==> config.mk <==
export PLATFORM = sky130hd
export DESIGN_NAME = vco_spi_master
export DESIGN_NICKNAME = d
export VERILOG_FILES = /design/src/rtl/vco_spi_master.sv
export SDC_FILE = /design/constraint.sdc
export NUM_CORES = 1
export LEC_CHECK = 0
export BUFFER_PORTS_ARGS = -buffer_cell sky130_fd_sc_hd__buf_2
export CORE_MARGIN = 10
export CORE_UTILIZATION = 40
export CTS_CLUSTER_DIAMETER = 200
export DETAILED_ROUTE_END_ITERATION = 16
export SYNTH_ARGS = -nofsm -noshare
export SYNTH_HDL_FRONTEND = slang
export SYNTH_SLANG_ARGS = --single-unit
==> constraint.sdc <==
create_clock -name clock -period 4.7 [get_ports clock]
set_clock_uncertainty 0.15 [all_clocks]
set_input_delay 0.47 -clock clock [delete_from_list [all_inputs] [get_ports clock]]
set_output_delay 0.47 -clock clock [all_outputs]
set_load 0.05 [all_outputs]
==> src/rtl/vco_spi_master.sv <==
// vco_spi_master
// SPI initiator for the VCO/PLL synthesizer. The host writes 32-bit PLL
// register words to one settings-bus address. Words are queued in a small
// FIFO and shifted out MSB-first. Each word is then latched into the PLL
// with a load-enable (LE) pulse. The block also brings the asynchronous
// MUXOUT lock-detect pin into the clock domain and keeps sticky status flags.
//
// Ports
//   clock          system clock (settings-bus domain)
//   reset_n        asynchronous active-low reset
//   serial_addr    settings-bus address
//   serial_data    settings-bus write data
//   serial_strobe  settings-bus write strobe, one cycle wide
//   clear_status   clears overflow and lock_lost
//   vco_muxout     PLL MUXOUT lock-detect pin, asynchronous
//   vco_sclk       SPI clock to the PLL; idles low, the PLL samples on the rising edge
//   vco_sdata      SPI data to the PLL
//   vco_le         PLL load enable, active high
//   busy           FIFO non-empty or a word in flight
//   fifo_level     number of words queued, not counting the word being shifted
//   overflow       sticky: a word was dropped because the FIFO was full
//   locked         synchronized vco_muxout
//   lock_lost      sticky: locked fell from 1 to 0
module vco_spi_master #(
    parameter logic [6:0] ADDR      = 7'd72,
    parameter int         CLKDIV    = 4,
    parameter int         LE_CYCLES = 8,
    parameter int         FIFO_LOG2 = 3
) (
    input  logic                 clock,
    input  logic                 reset_n,
    input  logic [6:0]           serial_addr,
    input  logic [31:0]          serial_data,
    input  logic                 serial_strobe,
    input  logic                 clear_status,
    input  logic                 vco_muxout,
    output logic                 vco_sclk,
    output logic                 vco_sdata,
    output logic                 vco_le,
    output logic                 busy,
    output logic [FIFO_LOG2:0]   fifo_level,
    output logic                 overflow,
    output logic                 locked,
    output logic                 lock_lost
);

    localparam int DEPTH   = 2 ** FIFO_LOG2;
    localparam int CNT_MAX = (CLKDIV > LE_CYCLES) ? CLKDIV : LE_CYCLES;
    localparam int CNT_W   = $clog2(CNT_MAX + 1);
    localparam logic [CNT_W-1:0]   DIV_LAST   = CNT_W'(CLKDIV - 1);
    localparam logic [CNT_W-1:0]   LE_LAST    = CNT_W'(LE_CYCLES - 1);
    localparam logic [FIFO_LOG2:0] FULL_LEVEL = (FIFO_LOG2 + 1)'(DEPTH);

    typedef enum logic [2:0] {
        IDLE,
        LOAD,
        SHIFT,
        LE_SETUP,
        LE_PULSE,
        GAP
    } state_t;

    logic [31:0]          fifo_mem [DEPTH];
    logic [FIFO_LOG2-1:0] wr_ptr;
    logic [FIFO_LOG2-1:0] rd_ptr;
    logic                 push_req;
    logic                 push_ok;
    logic                 fifo_full;
    logic                 fifo_empty;
    logic                 pop;

    state_t               state, state_n;
    logic [CNT_W-1:0]     cnt, cnt_n;
    logic                 phase_high, phase_n;
    logic [4:0]           bit_cnt, bit_n;
    logic                 last_low, last_n;
    logic [31:0]          shift_reg, shift_n;
    logic                 cnt_done;
    logic                 le_done;

    logic                 sync_meta;
    logic                 lock_fall;

    // Fullness is judged on the level at the start of the cycle, so a pop in
    // the same cycle cannot make room for a push into a full FIFO.
    assign push_req   = serial_strobe && (serial_addr == ADDR);
    assign fifo_full  = (fifo_level == FULL_LEVEL);
    assign fifo_empty = (fifo_level == '0);
    assign push_ok    = push_req && !fifo_full;
    assign busy       = (state != IDLE) || !fifo_empty;
    assign cnt_done   = (cnt == DIV_LAST);
    assign le_done    = (cnt == LE_LAST);

    // The storage array has no reset; the pointers and the level define which
    // entries are valid.
    always_ff @(posedge clock) begin
        if (push_ok) begin
            fifo_mem[wr_ptr] <= serial_data;
        end
    end

    always_ff @(posedge clock or negedge reset_n) begin
        if (!reset_n) begin
            wr_ptr     <= '0;
            rd_ptr     <= '0;
            fifo_level <= '0;
        end else begin
            if (push_ok) begin
                wr_ptr <= wr_ptr + 1'b1;
            end
            if (pop) begin
                rd_ptr <= rd_ptr + 1'b1;
            end
            case ({push_ok, pop})
                2'b10:   fifo_level <= fifo_level + 1'b1;
                2'b01:   fifo_level <= fifo_level - 1'b1;
                default: fifo_level <= fifo_level;
            endcase
        end
    end

    // LOAD holds bit 31 with sclk low for CLKDIV cycles; this is the low phase
    // of the first bit. SHIFT then runs each bit as a high phase followed by a
    // low phase. Data moves to the next bit at the start of a low phase. The
    // low phase after bit 0 holds the last bit, and last_low marks it.
    always_comb begin
        state_n = state;
        cnt_n   = cnt;
        phase_n = phase_high;
        bit_n   = bit_cnt;
        last_n  = last_low;
        shift_n = shift_reg;
        pop     = 1'b0;
        case (state)
            IDLE: begin
                cnt_n = '0;
                if (!fifo_empty) begin
                    pop     = 1'b1;
                    shift_n = fifo_mem[rd_ptr];
                    state_n = LOAD;
                end
            end
            LOAD: begin
                if (cnt_done) begin
                    cnt_n   = '0;
                    phase_n = 1'b1;
                    bit_n   = 5'd31;
                    last_n  = 1'b0;
                    state_n = SHIFT;
                end else begin
                    cnt_n = cnt + 1'b1;
                end
            end
            SHIFT: begin
                if (!cnt_done) begin
                    cnt_n = cnt + 1'b1;
                end else begin
                    cnt_n = '0;
                    if (phase_high) begin
                        phase_n = 1'b0;
                        if (bit_cnt != 5'd0) begin
                            bit_n   = bit_cnt - 1'b1;
                            shift_n = {shift_reg[30:0], 1'b0};
                        end else begin
                            last_n = 1'b1;
                        end
                    end else if (last_low) begin
                        state_n = LE_SETUP;
                    end else begin
                        phase_n = 1'b1;
                    end
                end
            end
            LE_SETUP: begin
                if (cnt_done) begin
                    cnt_n   = '0;
                    state_n = LE_PULSE;
                end else begin
                    cnt_n = cnt + 1'b1;
                end
            end
            LE_PULSE: begin
                if (le_done) begin
                    cnt_n   = '0;
                    state_n = GAP;
                end else begin
                    cnt_n = cnt + 1'b1;
                end
            end
            GAP: begin
                if (cnt_done) begin
                    cnt_n   = '0;
                    state_n = IDLE;
                end else begin
                    cnt_n = cnt + 1'b1;
                end
            end
            default: begin
                cnt_n   = '0;
                state_n = IDLE;
            end
        endcase
    end

    // The pins are registered from the next-state values. They stay glitch-free
    // toward the PLL and keep the same cycle timing as the FSM.
    always_ff @(posedge clock or negedge reset_n) begin
        if (!reset_n) begin
            state      <= IDLE;
            cnt        <= '0;
            phase_high <= 1'b0;
            bit_cnt    <= 5'd0;
            last_low   <= 1'b0;
            shift_reg  <= '0;
            vco_sclk   <= 1'b0;
            vco_sdata  <= 1'b0;
            vco_le     <= 1'b0;
        end else begin
            state      <= state_n;
            cnt        <= cnt_n;
            phase_high <= phase_n;
            bit_cnt    <= bit_n;
            last_low   <= last_n;
            shift_reg  <= shift_n;
            vco_sclk   <= (state_n == SHIFT) && phase_n;
            vco_sdata  <= ((state_n == LOAD) || (state_n == SHIFT)) ? shift_n[31] : 1'b0;
            vco_le     <= (state_n == LE_PULSE);
        end
    end

    // lock_fall is detected one stage early, so lock_lost rises in the same
    // cycle that locked drops. A set wins over a same-cycle clear.
    assign lock_fall = locked && !sync_meta;

    always_ff @(posedge clock or negedge reset_n) begin
        if (!reset_n) begin
            sync_meta <= 1'b0;
            locked    <= 1'b0;
            lock_lost <= 1'b0;
            overflow  <= 1'b0;
        end else begin
            sync_meta <= vco_muxout;
            locked    <= sync_meta;
            if (lock_fall) begin
                lock_lost <= 1'b1;
            end else if (clear_status) begin
                lock_lost <= 1'b0;
            end
            if (push_req && fifo_full) begin
                overflow <= 1'b1;
            end else if (clear_status) begin
                overflow <= 1'b0;
            end
        end
    end

endmodule
* After elaboration in Yosys (flattened, before gate mapping)
Memories as Yosys holds them, arrays and structs flattened.
Cells that the tools add are included.
** Operators by class
- $add $sub $neg :: 6
- Equality and inequality tests :: 20
- Mux-type cells :: 41
- Reductions and logical operators :: 23
** Operator list (count)
- 2-to-1 mux 32 bit :: 4
- one-hot mux 32 bit (2 select lines) :: 1
- 2-to-1 mux 3 bit :: 8
- 2-to-1 mux 5 bit :: 4
- one-hot mux 3 bit (6 select lines) :: 1
- 2-to-1 mux 1 bit :: 16
- one-hot mux 4 bit (2 select lines) :: 2
- AND reduction 5 bit :: 3
- != test 2 bit, second input constant :: 6
- one-hot mux 5 bit (2 select lines) :: 1
- nonzero test 2 bit :: 5
- == test 3 x 2 -> 1 bit, second input constant :: 3
- == test 3 bit, second input constant :: 3
- adder 4 x 1 -> 4 bit, second input constant :: 2
- 2-to-1 mux 4 bit :: 2
- == test 7 bit, second input constant :: 1
- adder 3 x 1 -> 3 bit, second input constant :: 2
- == test 3 x 1 -> 1 bit, second input constant :: 2
- logical AND 1 bit :: 5
- nonzero test 5 bit :: 1
- subtractor 5 x 1 -> 5 bit, second input constant :: 1
- == test 4 x 2 -> 1 bit, second input constant :: 1
- == test 4 x 3 -> 1 bit, second input constant :: 1
- == test 4 bit, second input constant :: 1
- other kinds (10) :: 14
** Storage, ports and cells
- Flip-flop bits (word level) :: 63
- Memory bits (writable) :: 256
- Output and inout bits :: 11
- Logic and storage cells :: 108
- Memories :: 1
** Memories
- fifo_mem :: depth 8, bits a word 32, read ports 1, clocked after memory_dff 0, write ports 1, RTL line 63 : logic [31:0] fifo_mem [DEPTH];

* Depth between registers and ports, before layout
Gate-level depths: netlist of the first run.
- Depth in word-level cells :: 7
- Depth in mapped cells :: 11
- Mapped depth without buffers :: 10

* Worst setup path before layout of the first run
No wires, ideal clock.
- Kind :: input-to-reg
- Start point :: in serial_addr[1]
- End point :: mem fifo_mem[0][0] (enable)
- Library setup time :: 502 ps
- Arrival :: 4847 ps
- Required time :: 4048 ps
- Path slack :: -799 ps
- Stages on the path :: 4
- Path buffers :: 0
- Cells stage by stage :: or4b_2 nor3_1 clkinv_1 nor4_1
** Between the ends
- Word-level cells in the longest chain between the ends :: 5
** Ends and longest elaborated chain
- from (decl) :: RTL line 32 : input logic [6:0] serial_addr,
- == test 7 bit :: RTL line 86 : assign push_req = serial_strobe && (serial_addr == ADDR);
- logical AND 1 bit :: RTL line 86
- logical AND 1 bit :: RTL line 89 : assign push_ok = push_req && !fifo_full;
- 2-to-1 mux 1 bit :: RTL line 97 : if (push_ok) begin
- 2-to-1 mux 1 bit (implied by the code) :: RTL line 98 : fifo_mem[wr_ptr] <= serial_data;
- to (decl) :: RTL line 63
No other way between the ends.

* Worst setup path in the final report of the first run
- Start point :: reg fifo_level[0]
- End point :: reg fifo_level[2]
** Between the ends
- Word-level cells in the longest chain between the ends :: 5
- Elaborated cells on any way between the ends :: 12
** Ends and longest elaborated chain
- from (decl) :: RTL line 41 : output logic [FIFO_LOG2:0] fifo_level,
- from (signal assigned) :: RTL line 115 : 2'b10: fifo_level <= fifo_level + 1'b1;
- from (signal assigned) :: RTL line 116 : 2'b01: fifo_level <= fifo_level - 1'b1;
- from (signal assigned) :: RTL line 117 : default: fifo_level <= fifo_level;
- logical NOT 4 bit * :: RTL line 88 : assign fifo_empty = (fifo_level == '0);
- 2-to-1 mux 1 bit * :: RTL line 137 : if (!fifo_empty) begin
- 2-to-1 mux 1 bit * :: RTL line 134 : case (state)
- net pop :: RTL line 70 : logic pop;
- == test 2 x 1 -> 1 bit or == test 2 bit (tied branches) :: RTL line 114 : case ({push_ok, pop})
- one-hot mux 4 bit (2 select lines) or nonzero test 2 bit (tied branches)
The timed path passes the listed nets; every way through them passes the cells marked *.
A chain may end at the register's enable or synchronous reset.

==> results.yml, run 1 <==
floorplanning:
  core_sq_mm: 0.0307
  die_w_um: 197
  dieArea_sq_mm: 0.0387
  die_h_um: 197
  rows: 64
  initial_core_util: 0.406
  io_pins: 55
timing:
  slew_violations: 0
  hold_violations: 0
  max_clock_freq_mhz: 307
  post-route-min-period_ns: 3.26
  period_share: 0.693
  worstMarginPinSlew_ns: 0.947
  final.setup.tns_ns: 0
  final-setup-viol-count: 0
  grt_setup_unrepaired: "false"
  slew_headroom: 0.369
synthesis:
  synth_warnings: 0
  synthCells: 684
  synth_ff_type: "edfxtp_1"
  postSynth.asyncResetShare: 0.197
  synth-seq-cells: 319
  ys_seq_area_frac: 0.741
  netlist_area_sq_mm: 0.0125
  synth_edf_count: 256
  syn-num-nets: 736
  synth_area_per_cell_sq_um: 18.3
  synth_cell_types: 47
power:
  pwr-share-clk: 0.317
  p_per_area_mw_per_mm2: 569
  pwr-share-seq: 0.444
  power_frac_comb: 0.239
  p_switching_mw: 2.42
  p_int_mw: 5.79
  p_leak_nw: 4.99
  ir_drop_mv: 0.323
  switching_share: 0.295
placed_design:
  place_hpwl_um: 13900
  dp_cells: 1114
  place_congestion: 0.727
  port_buffers: 54
critical_path:
  critPathCaptureType: "flop"
  cp-start-kind: "flop"
  crit_required_ns: 4.93
  crit_fanout: 38
  path_class: "reg -> reg"
  cp_data_arrival_time_ns: 3.49
routing:
  first_pass_iters: 4
  drt-total-wl_um: 24500
  avgViaCountPerCell: 5.48
  wl_per_cell_um: 20.8
  routed-via-count: 6452
  ant_nets: 0
  drtIter0Drc: 432
  drc: 0
grt:
  grt_max_degree: 45
  grt_pass1_wl_um: 39600
  grt_pass1_vias: 6985
  grt_use_total: 0.129
  overflow: 0
  antenna_found_initial: 1
cts:
  cts_tree: "done"
  cts_resized: 0
  htreeDepth: 2
  cts_root_buffer: "clkbuf_16"
  cts.path.max_buffers: 3
  cts_inserted_buffers: 34
  cts.sinks: 319
  clk_pin_slew_worst_paths_ns: 0.06
  insertion_delay_ns: 0.52
layout:
  final_cells: 1178
  n_antenna_cell: 0
  drive_above_1_share: 0.263
  nets: 808
  area_delta_synth_final_pct: 15.4
  largest_reg_flops: 256
min_path:
  hold_class: "in -> reg"
run:
  max_cap_violations: 0
run_status:
  status: "completed"
-- placed cells by master (no fill, tap or decap), types with 3 or more instances in the layout --
cell type	netlist	final
nor4b_1	3	3
o21ai_0	5	5
xor2_1	6	6
nor3_2	0	4
nand2b_1	3	3
nand3b_1	4	4
buf_2	14	54
clkbuf_16	0	35
dfrtp_1	63	61
buf_4	0	16
nand2_1	76	76
nor3_1	7	3
o22ai_1	4	4
nand3_1	5	5
nor2_1	18	15
nand4_1	4	4
xnor2_1	5	5
clkbuf_8	0	3
edfxtp_1	256	256
inv_1	9	9
a221o_1	33	33
clkinv_2	0	6
clkbuf_1	19	9
a21oi_1	37	37
ha_1	8	8
mux2_2	3	3
nor2b_1	6	6
mux2i_1	4	4
nor2_4	0	3
mux4_2	63	63
-- logic make-up after synthesis --
| logic type | count (synthesis) | share of synthesized area |
|---|---|---|
| muxes | 70 | 0.119 |
| and+or+nand+nor | 141 | 0.0555 |
| xor gates and xnor gates | 11 | 0.00771 |
| buffers and inverters | 47 | 0.0173 |
| adders and majority gates | 8 | 0.00801 |
| DFF | 319 | 0.741 |
| AOI/OAI and AO/OA | 88 | 0.0509 |
-- path summary, 6_finish.rpt --
| path | start | depth (start not counted) | end | slack, ns |
|---|---|---|---|---|
| worst max-delay path | fifo_level[0] | 11 | fifo_level[2] | 1.44 |
| worst min-delay path | clear_status | 2 | lock_lost | 0.03 |
| worst max register to register | fifo_level[0] | 11 | fifo_level[2] | 1.44 |
| worst min register to register | sync_meta | 0 | locked | 0.24 |
| max in group asynchronous | reset_n | 3 | rd_ptr[0] | 3.00 |
| min in group asynchronous | reset_n | 2 | rd_ptr[1] | 0.41 |
-- power groups by stage --
| stage | clock network (mW) | registers, mW | logic (mW) |
|---|---|---|---|
| 6_report | 2.60 | 3.64 | 1.96 |
| 5_1_grt | 2.79 | 3.70 | 2.17 |
| 4_1_cts | 2.67 | 3.65 | 1.99 |
| 3_5_place_dp | 0 | 3.70 | 1.99 |
| 3_3_place_gp | 0 | 3.68 | 1.94 |
| 2_1_floorplan | 0 | 3.54 | 1.65 |
-- layer usage --
metal | vias to the layer above | GRT usage | wire length (um)
li1 | 2877 | - | -
met1 | 3366 | 0.170 | 10700
met2 | 168 | 0.216 | 12100
met3 | 39 | 0.0259 | 1230
met4 | 2 | 0.0345 | 421
met5 | - | 0 | 20
-- cell usage after synthesis, drive strengths merged (4+ instances only) --
cell	count	area, sq um
xnor2	5	43.8
nor2b	6	37.5
buf	18	108
mux2i	4	40.0
o22ai	4	25.0
nor2	19	73.8
nand4	4	25.0
nor4b	4	41.3
o21ai	5	25.0
a221o	33	330
nand3b	4	30.0
ha	8	100
dfrtp	63	1580
mux4	63	1420
inv	9	33.8
edfxtp	256	7690
nand3	5	25.0
xor2	6	52.6
clkbuf	19	71.3
a21oi	37	185
nor3	8	51.3
nand2	76	285
-- cell type report --
class	count	area (sq um)
well taps	396	495
clock inverters	15	159
multi-input cells	318	3080
inverters	10	37.5
repair buffers	73	430
clock buffers	47	951
flip-flops and latches	319	9270
fillers	2628	16300
-- worst max-delay path, stage by stage (launching register included) --
cell     delay [ns]
dfrtp_1        0.46
or4_1          0.58
nand2_1        0.08
buf_4          0.43
inv_1          0.25
ha_1           0.31
xor2_1         0.16
ha_1           0.19
a21oi_1        0.15
xor2_1         0.15
nor2_1         0.06
xor2_1         0.14
-- metrics by stage --
step                      worst slack (ns)  area, sq um  total power, mW   util  hold WS, ns
after floorplan                     0.0481        12500             5.18      -       0.0244
after CTS                             1.42        14400             8.31  0.469      0.00591
after global placement                1.19        13300             5.62  0.432        0.215
final                                 1.44        14400             8.21  0.469       0.0262
after global routing                  1.17        14400             8.66  0.469       0.0439
after detailed placement              1.06        13300             5.69  0.432        0.230
-- repair_timing --
item                       4_1_cts  5_1_grt
hold buffers                     2        0
buffers inserted                 0        0
setup endpoints to repair        0        0
hold endpoints to repair        30        0
(Power assumes the default switching activity.)
==> run 2: changes to the inputs <==
==> constraint.sdc (replaced) <==
create_clock -name clock -period 3.2 [get_ports clock]
set_clock_uncertainty 0.15 [all_clocks]
set_input_delay 0.32 -clock clock [delete_from_list [all_inputs] [get_ports clock]]
set_output_delay 0.32 -clock clock [all_outputs]
set_load 0.05 [all_outputs]
==> results.yml, run 2 (synthesis gave the netlist of run 1 again) <==
layout:
  final_cells: 1215
  final_common_cell: "edfxtp_1"
  largest_reg_flops: 256
  nets: 846
  fin_area_sq_mm: 0.0148
  area_delta_synth_final_pct: 18.5
  drive_above_1_share: 0.256
  n_antenna_cell: 0
  mostFrequentLayoutCells: "edfxtp_1, nand2_1, mux4_2, dfrtp_1, buf_2"
critical_path:
  cp_data_arrival_time_ns: 3.02
  reg2reg_depth: 10
  crit_path_frequent_cell: "xor2_1"
  reg2reg_from: "fifo_level[0]"
  path_delay_family: "simple AND/OR/NAND/NOR gates"
  critPathSlowestCell: "or4_1"
  path_class: "reg -> reg"
  critPathCaptureType: "flop"
  reg2reg_to: "fifo_level[2]"
  crit_fanout: 8
  crit_required_ns: 3.48
  cp.buffers_inverters: 1
  path_cells: "or4_1 > nand2_1 > inv_1 > ha_1 > xor2_1 > ha_1 > a21oi_1 > xor2_1 > nor2_1 > xor2_1"
  critPathMaxStageDelay_ns: 0.58
  r2r_slack_ns: 0.46
  cp-start-kind: "flop"
power:
  p_switching_mw: 3.57
  pwr-share-clk: 0.294
  ir_drop_mv: 0.467
  power_frac_comb: 0.262
  p_per_area_mw_per_mm2: 800
  p_leak_nw: 5.11
  p_int_mw: 8.27
  switching_share: 0.301
  pwr-share-seq: 0.445
grt:
  grt_use_total: 0.131
  overflow: 0
  grt_pass1_wl_um: 40400
  antenna_found_initial: 0
  grt_max_degree: 41
  grt_pass1_vias: 7138
timing:
  postLayoutSetupSlackWorst_ns: 0.457
  hold_violations: 0
  post-route-min-period_ns: 2.74
  grt_setup_unrepaired: "false"
  period_share: 0.857
  slew_headroom: 0.389
  final.setup.tns_ns: 0
  max_clock_freq_mhz: 365
  worstMarginPinSlew_ns: 0.917
  final-setup-viol-count: 0
  slew_violations: 0
routing:
  drt-total-wl_um: 25300
  ant_nets: 0
  first_pass_iters: 4
  drc: 0
  drtIter0Drc: 357
  routed-via-count: 6545
  avgViaCountPerCell: 5.39
  wl_per_cell_um: 20.9
cts:
  cts.sinks: 319
  insertion_delay_ns: 0.56
  cts_inserted_buffers: 31
  cts_resized: 0
  cts_setup_buffers: 0
  cts_tree: "done"
  clk_pin_slew_worst_paths_ns: 0.06
  cts.path.max_buffers: 3
  htreeDepth: 1
  cts_root_buffer: "clkbuf_16"
floorplanning:
  io_pins: 55
  initial_core_util: 0.406
  die_w_um: 197
  rows: 64
  dieArea_sq_mm: 0.0387
  core_sq_mm: 0.0307
  die_h_um: 197
min_path:
  hold-path-cell-count: 5
  hold_class: "in -> reg"
  hold_path_end: "overflow"
  holdCritStartpoint: "serial_addr[0]"
placed_design:
  place_congestion: 0.749
  dp_cells: 1122
  port_buffers: 54
  place_hpwl_um: 14800
  dp_slack_ns: 0.314
  place_area_sq_mm: 0.0135
run:
  max_cap_violations: 0
run_status:
  status: "completed"
-- run 2: cell count changes in the layout (fill, tap and decap cells not counted), sizes merged --
| cell | before | now |
|---|---|---|
| buf | 71 | 79 |
| dlygate4sd3 | 2 | 35 |
| clkinv | 12 | 11 |
| inv | 9 | 11 |
| clkinvlp | 2 | 4 |
| clkbuf | 47 | 40 |
-- run 2: cell type report --
| type | instances | area (sq um) |
|---|---|---|
| Clock buffer | 40 | 810 |
| Clock inverter | 18 | 168 |
| Fill cell | 2593 | 15900 |
| Inverter | 10 | 38.8 |
| Multi-Input combinational cell | 318 | 3110 |
| Sequential cell | 319 | 9270 |
| Tap cell | 396 | 495 |
| Timing Repair Buffer | 114 | 921 |
-- run 2: per-layer routing --
layer	global-route usage	wire (um)	part of all wire
met1	0.174	11200	0.44
met2	0.221	12500	0.49
met3	0.0221	1180	0.047
met4	0.0310	450	0.018
met5	0	0	0
-- run 2: worst reg2reg max path: cells and delay by family (launching register included) --
family / cells / cell delay [ns]
xor gates and xnor gates: 3 / 0.48
DFF: 1 / 0.46
AOI/OAI and AO/OA: 1 / 0.17
adders and majority gates: 2 / 0.48
buffers and inverters: 1 / 0.12
and+or+nand+nor: 3 / 0.75
-- run 2: worst max path at each step --
| stage | start | to | slack (ns) | depth (start not counted) |
|---|---|---|---|---|
| 2_1_floorplan | serial_addr[1] | fifo_mem[7][0] | -0.16 | 4 |
| 3_3_place_gp | serial_addr[1] | fifo_level[2] | 0.37 | 11 |
| 3_5_place_dp | serial_addr[1] | fifo_level[2] | 0.31 | 11 |
| 4_1_cts | fifo_level[0] | fifo_level[2] | 0.48 | 10 |
| 5_1_grt | state[2] | fifo_level[2] | 0.22 | 10 |
| 6_report | fifo_level[0] | fifo_level[2] | 0.46 | 10 |
-- run 2: per-stage QoR --
step           total power, mW  hold WS (ns)  utilization
2_1_floorplan             7.62        -0.126            -
6_report                  11.8        0.0326        0.482
5_1_grt                   12.5        0.0381        0.482
3_3_place_gp              8.37         0.215        0.438
3_5_place_dp              8.46         0.225        0.438
4_1_cts                   12.0        0.0127        0.482
-- run 2: power by group through the flow --
stage          registers, mW  clock network, mW  logic (mW)
6_report                5.26               3.48        3.10
5_1_grt                 5.32               3.75        3.41
4_1_cts                 5.27               3.57        3.16
3_5_place_dp            5.35                  0        3.11
3_3_place_gp            5.33                  0        3.04
2_1_floorplan           5.20                  0        2.42
-- run 2: what timing repair did --
item / in CTS / in global routing
setup endpoints to repair: 0 / 0
endpoints found under the hold margin: 297 / 0
hold buffers: 35 / 0
==> run 3: changes to the inputs <==
--- a/config.mk
+++ b/config.mk
@@ -5,8 +5,10 @@
 export SDC_FILE = /design/constraint.sdc
 export NUM_CORES = 1
 export LEC_CHECK = 0
+export ABC_AREA = 1
 export BUFFER_PORTS_ARGS = -buffer_cell sky130_fd_sc_hd__buf_2
-export CORE_MARGIN = 10
+export CORE_ASPECT_RATIO = 0.75
+export CORE_MARGIN = 2
 export CORE_UTILIZATION = 40
 export CTS_CLUSTER_DIAMETER = 200
 export DETAILED_ROUTE_END_ITERATION = 16
==> results.yml, run 3 <==
power:
  ir_drop_mv: 0.384
  p_leak_nw: 5.34
  p_per_area_mw_per_mm2: 544
cts:
  cts_hold_buf: 37
  cts_setup_buffers: 0
  htreeDepth: 1
  cts_resized: 0
  insertion_delay_ns: 0.56
  cts.path.max_buffers: 3
  cts.sinks: 319
  cts_root_buffer: "clkbuf_16"
  cts_tree: "done"
  clk_pin_slew_worst_paths_ns: 0.06
  cts_inserted_buffers: 31
synthesis:
  synth_common_cells: "edfxtp_1, nor2_1, o21ai_0"
  synth_most_common_cell: "edfxtp_1"
  synth_ff_type: "edfxtp_1"
  synth_edf_count: 256
  yosys.area.top_type: "edfxtp_1"
  synth_warnings: 0
  yosys-top-cells-area: "edfxtp_1, dfrtp_1, nor2_1"
  synth-seq-cells: 319
  postSynth.asyncResetShare: 0.197
  netlist_area_sq_mm: 0.0131
  synth_area_per_cell_sq_um: 12.1
  synth_cell_types: 38
  ys_seq_area_frac: 0.710
  synth_top_cell_area_share: 0.589
  syn-num-nets: 1135
  synthCells: 1083
routing:
  avgViaCountPerCell: 5.11
  ant_nets: 0
  routed-via-count: 8378
  drc: 0
  first_pass_iters: 4
  drtIter0Drc: 574
  wl_per_cell_um: 17.4
  drt-total-wl_um: 28500
timing:
  post-route-min-period_ns: 2.28
  grt_setup_unrepaired: "false"
  final-setup-viol-count: 0
  slew_violations: 0
  hold_violations: 0
  final.setup.tns_ns: 0
  period_share: 0.711
  slew_headroom: 0.471
  postLayoutSetupSlackWorst_ns: 0.925
  worstMarginPinSlew_ns: 0.794
  max_clock_freq_mhz: 440
critical_path:
  crit_cells: 9
  cp_data_arrival_time_ns: 2.57
  crit_fanout: 7
  path_cells: "inv_1 > nand4_1 > nand3_1 > ha_1 > xor2_1 > ha_1 > a21oi_1 > xor2_1 > o21ai_0"
  critPathCaptureType: "flop"
  critPathSlowestCell: "dfrtp_1"
  reg2reg_depth: 9
  path_class: "reg -> reg"
  cp.buffers_inverters: 1
  crit_required_ns: 3.49
  cp-start-kind: "flop"
  critPathMaxStageDelay_ns: 0.43
  path_delay_family: "adder cells"
grt:
  grt_pass1_wl_um: 45800
  grt_use_total: 0.170
  grt_max_degree: 131
  antenna_found_initial: 0
  grt_pass1_vias: 8298
  overflow: 0
floorplanning:
  die_h_um: 160
  io_pins: 55
  core_sq_mm: 0.0322
  dieArea_sq_mm: 0.0341
  rows: 57
  initial_core_util: 0.405
  die_w_um: 213
placed_design:
  port_buffers: 54
  dp_slack_ns: 0.639
  place_congestion: 0.741
  place_hpwl_um: 16400
layout:
  final_common_cell: "edfxtp_1"
  drive_above_1_share: 0.131
  mostFrequentLayoutCells: "edfxtp_1, nor2_1, o21ai_0, nand3_1, nand2_1"
  n_antenna_cell: 0
  fillers: 2927
  nets: 1226
  largest_reg_flops: 256
  area_delta_synth_final_pct: 16.9
min_path:
  hold-path-cell-count: 5
  hold_class: "in -> reg"
run:
  max_cap_violations: 0
run_status:
  status: "completed"
[run 3: cell types whose count changed after synthesis, moves of 6 or more]
cell and delta:
nor2_1 +195, o21ai_0 +129, nand3_1 +111, mux4_2 -63, o211ai_1 +61, a221o_1 -33, a21oi_1 -31, inv_1 +25
buf_2 +8, clkbuf_1 +6, inv_2 +6, nor2b_1 -6, nor3_1 -6
[run 3: worst min-delay path: stages]
cell	delay [ns]
buf_2	0.09
inv_1	0.04
nor3_1	0.06
nand3_1	0.20
a21oi_1	0.10
[run 3: final timing paths]
kind                                 from       endpoint  slack [ns]
max in group asynchronous         reset_n  shift_reg[29]        1.88
hold reg to reg                 sync_meta         locked        0.24
setup / recovery            fifo_level[1]  fifo_level[2]        0.92
min in group asynchronous         reset_n   shift_reg[4]        0.23
hold / removal             serial_addr[6]      wr_ptr[1]        0.15
setup reg to reg            fifo_level[1]  fifo_level[2]        0.92
[run 3: routing by layer]
metal  global-route usage  wire length [um]  part of all wire
met1                0.249             13700              0.48
met2                0.270             13200              0.46
met3               0.0266              1050             0.037
met4               0.0366               567             0.020
met5                    0                 0                 0
[run 3: layout make-up]
class                   instances  area [sq um]  area share
flip-flops and latches        319          9270       0.608
multi-input cells             661          3350       0.219
repair buffers                120           921      0.0604
clock buffers                  47           886      0.0581
well taps                     442           553      0.0362
inverters                      41           158      0.0103
clock inverters                10           121     0.00795
[run 3: kinds of logic after synthesis]
| group | count (synthesis) | share of synthesized area |
|---|---|---|
| and+or+nand+nor | 432 | 0.143 |
| buffers and inverters | 103 | 0.0385 |
| DFF | 319 | 0.710 |
| AOI/OAI and AO/OA | 209 | 0.0927 |
| adders and majority gates | 8 | 0.00767 |
| xor gates and xnor gates | 12 | 0.00805 |
[run 3: power by group]
| part | internal [mW] | leakage (nW) | total (mW) | switching, mW |
|---|---|---|---|---|
| clock network | 2.14 | 0.494 | 3.62 | 1.48 |
| logic | 0.0663 | 1.77 | 0.182 | 0.115 |
| registers | 4.49 | 3.07 | 4.50 | 0.0105 |
| total | 6.69 | 5.34 | 8.30 | 1.61 |
[run 3: per-stage QoR]
step	hold slack (ns)	area [sq um]	power (mW)	utilization	cells
final	0.153	15300	8.30	0.473	1640
after global routing	0.221	15300	8.55	0.473	1640
after CTS	0.134	15300	8.39	0.473	1640
after detailed placement	0.225	13900	4.74	0.431	1546
after floorplan	-0.126	13100	4.64	-	1083
after global placement	0.232	13900	4.74	0.431	1546
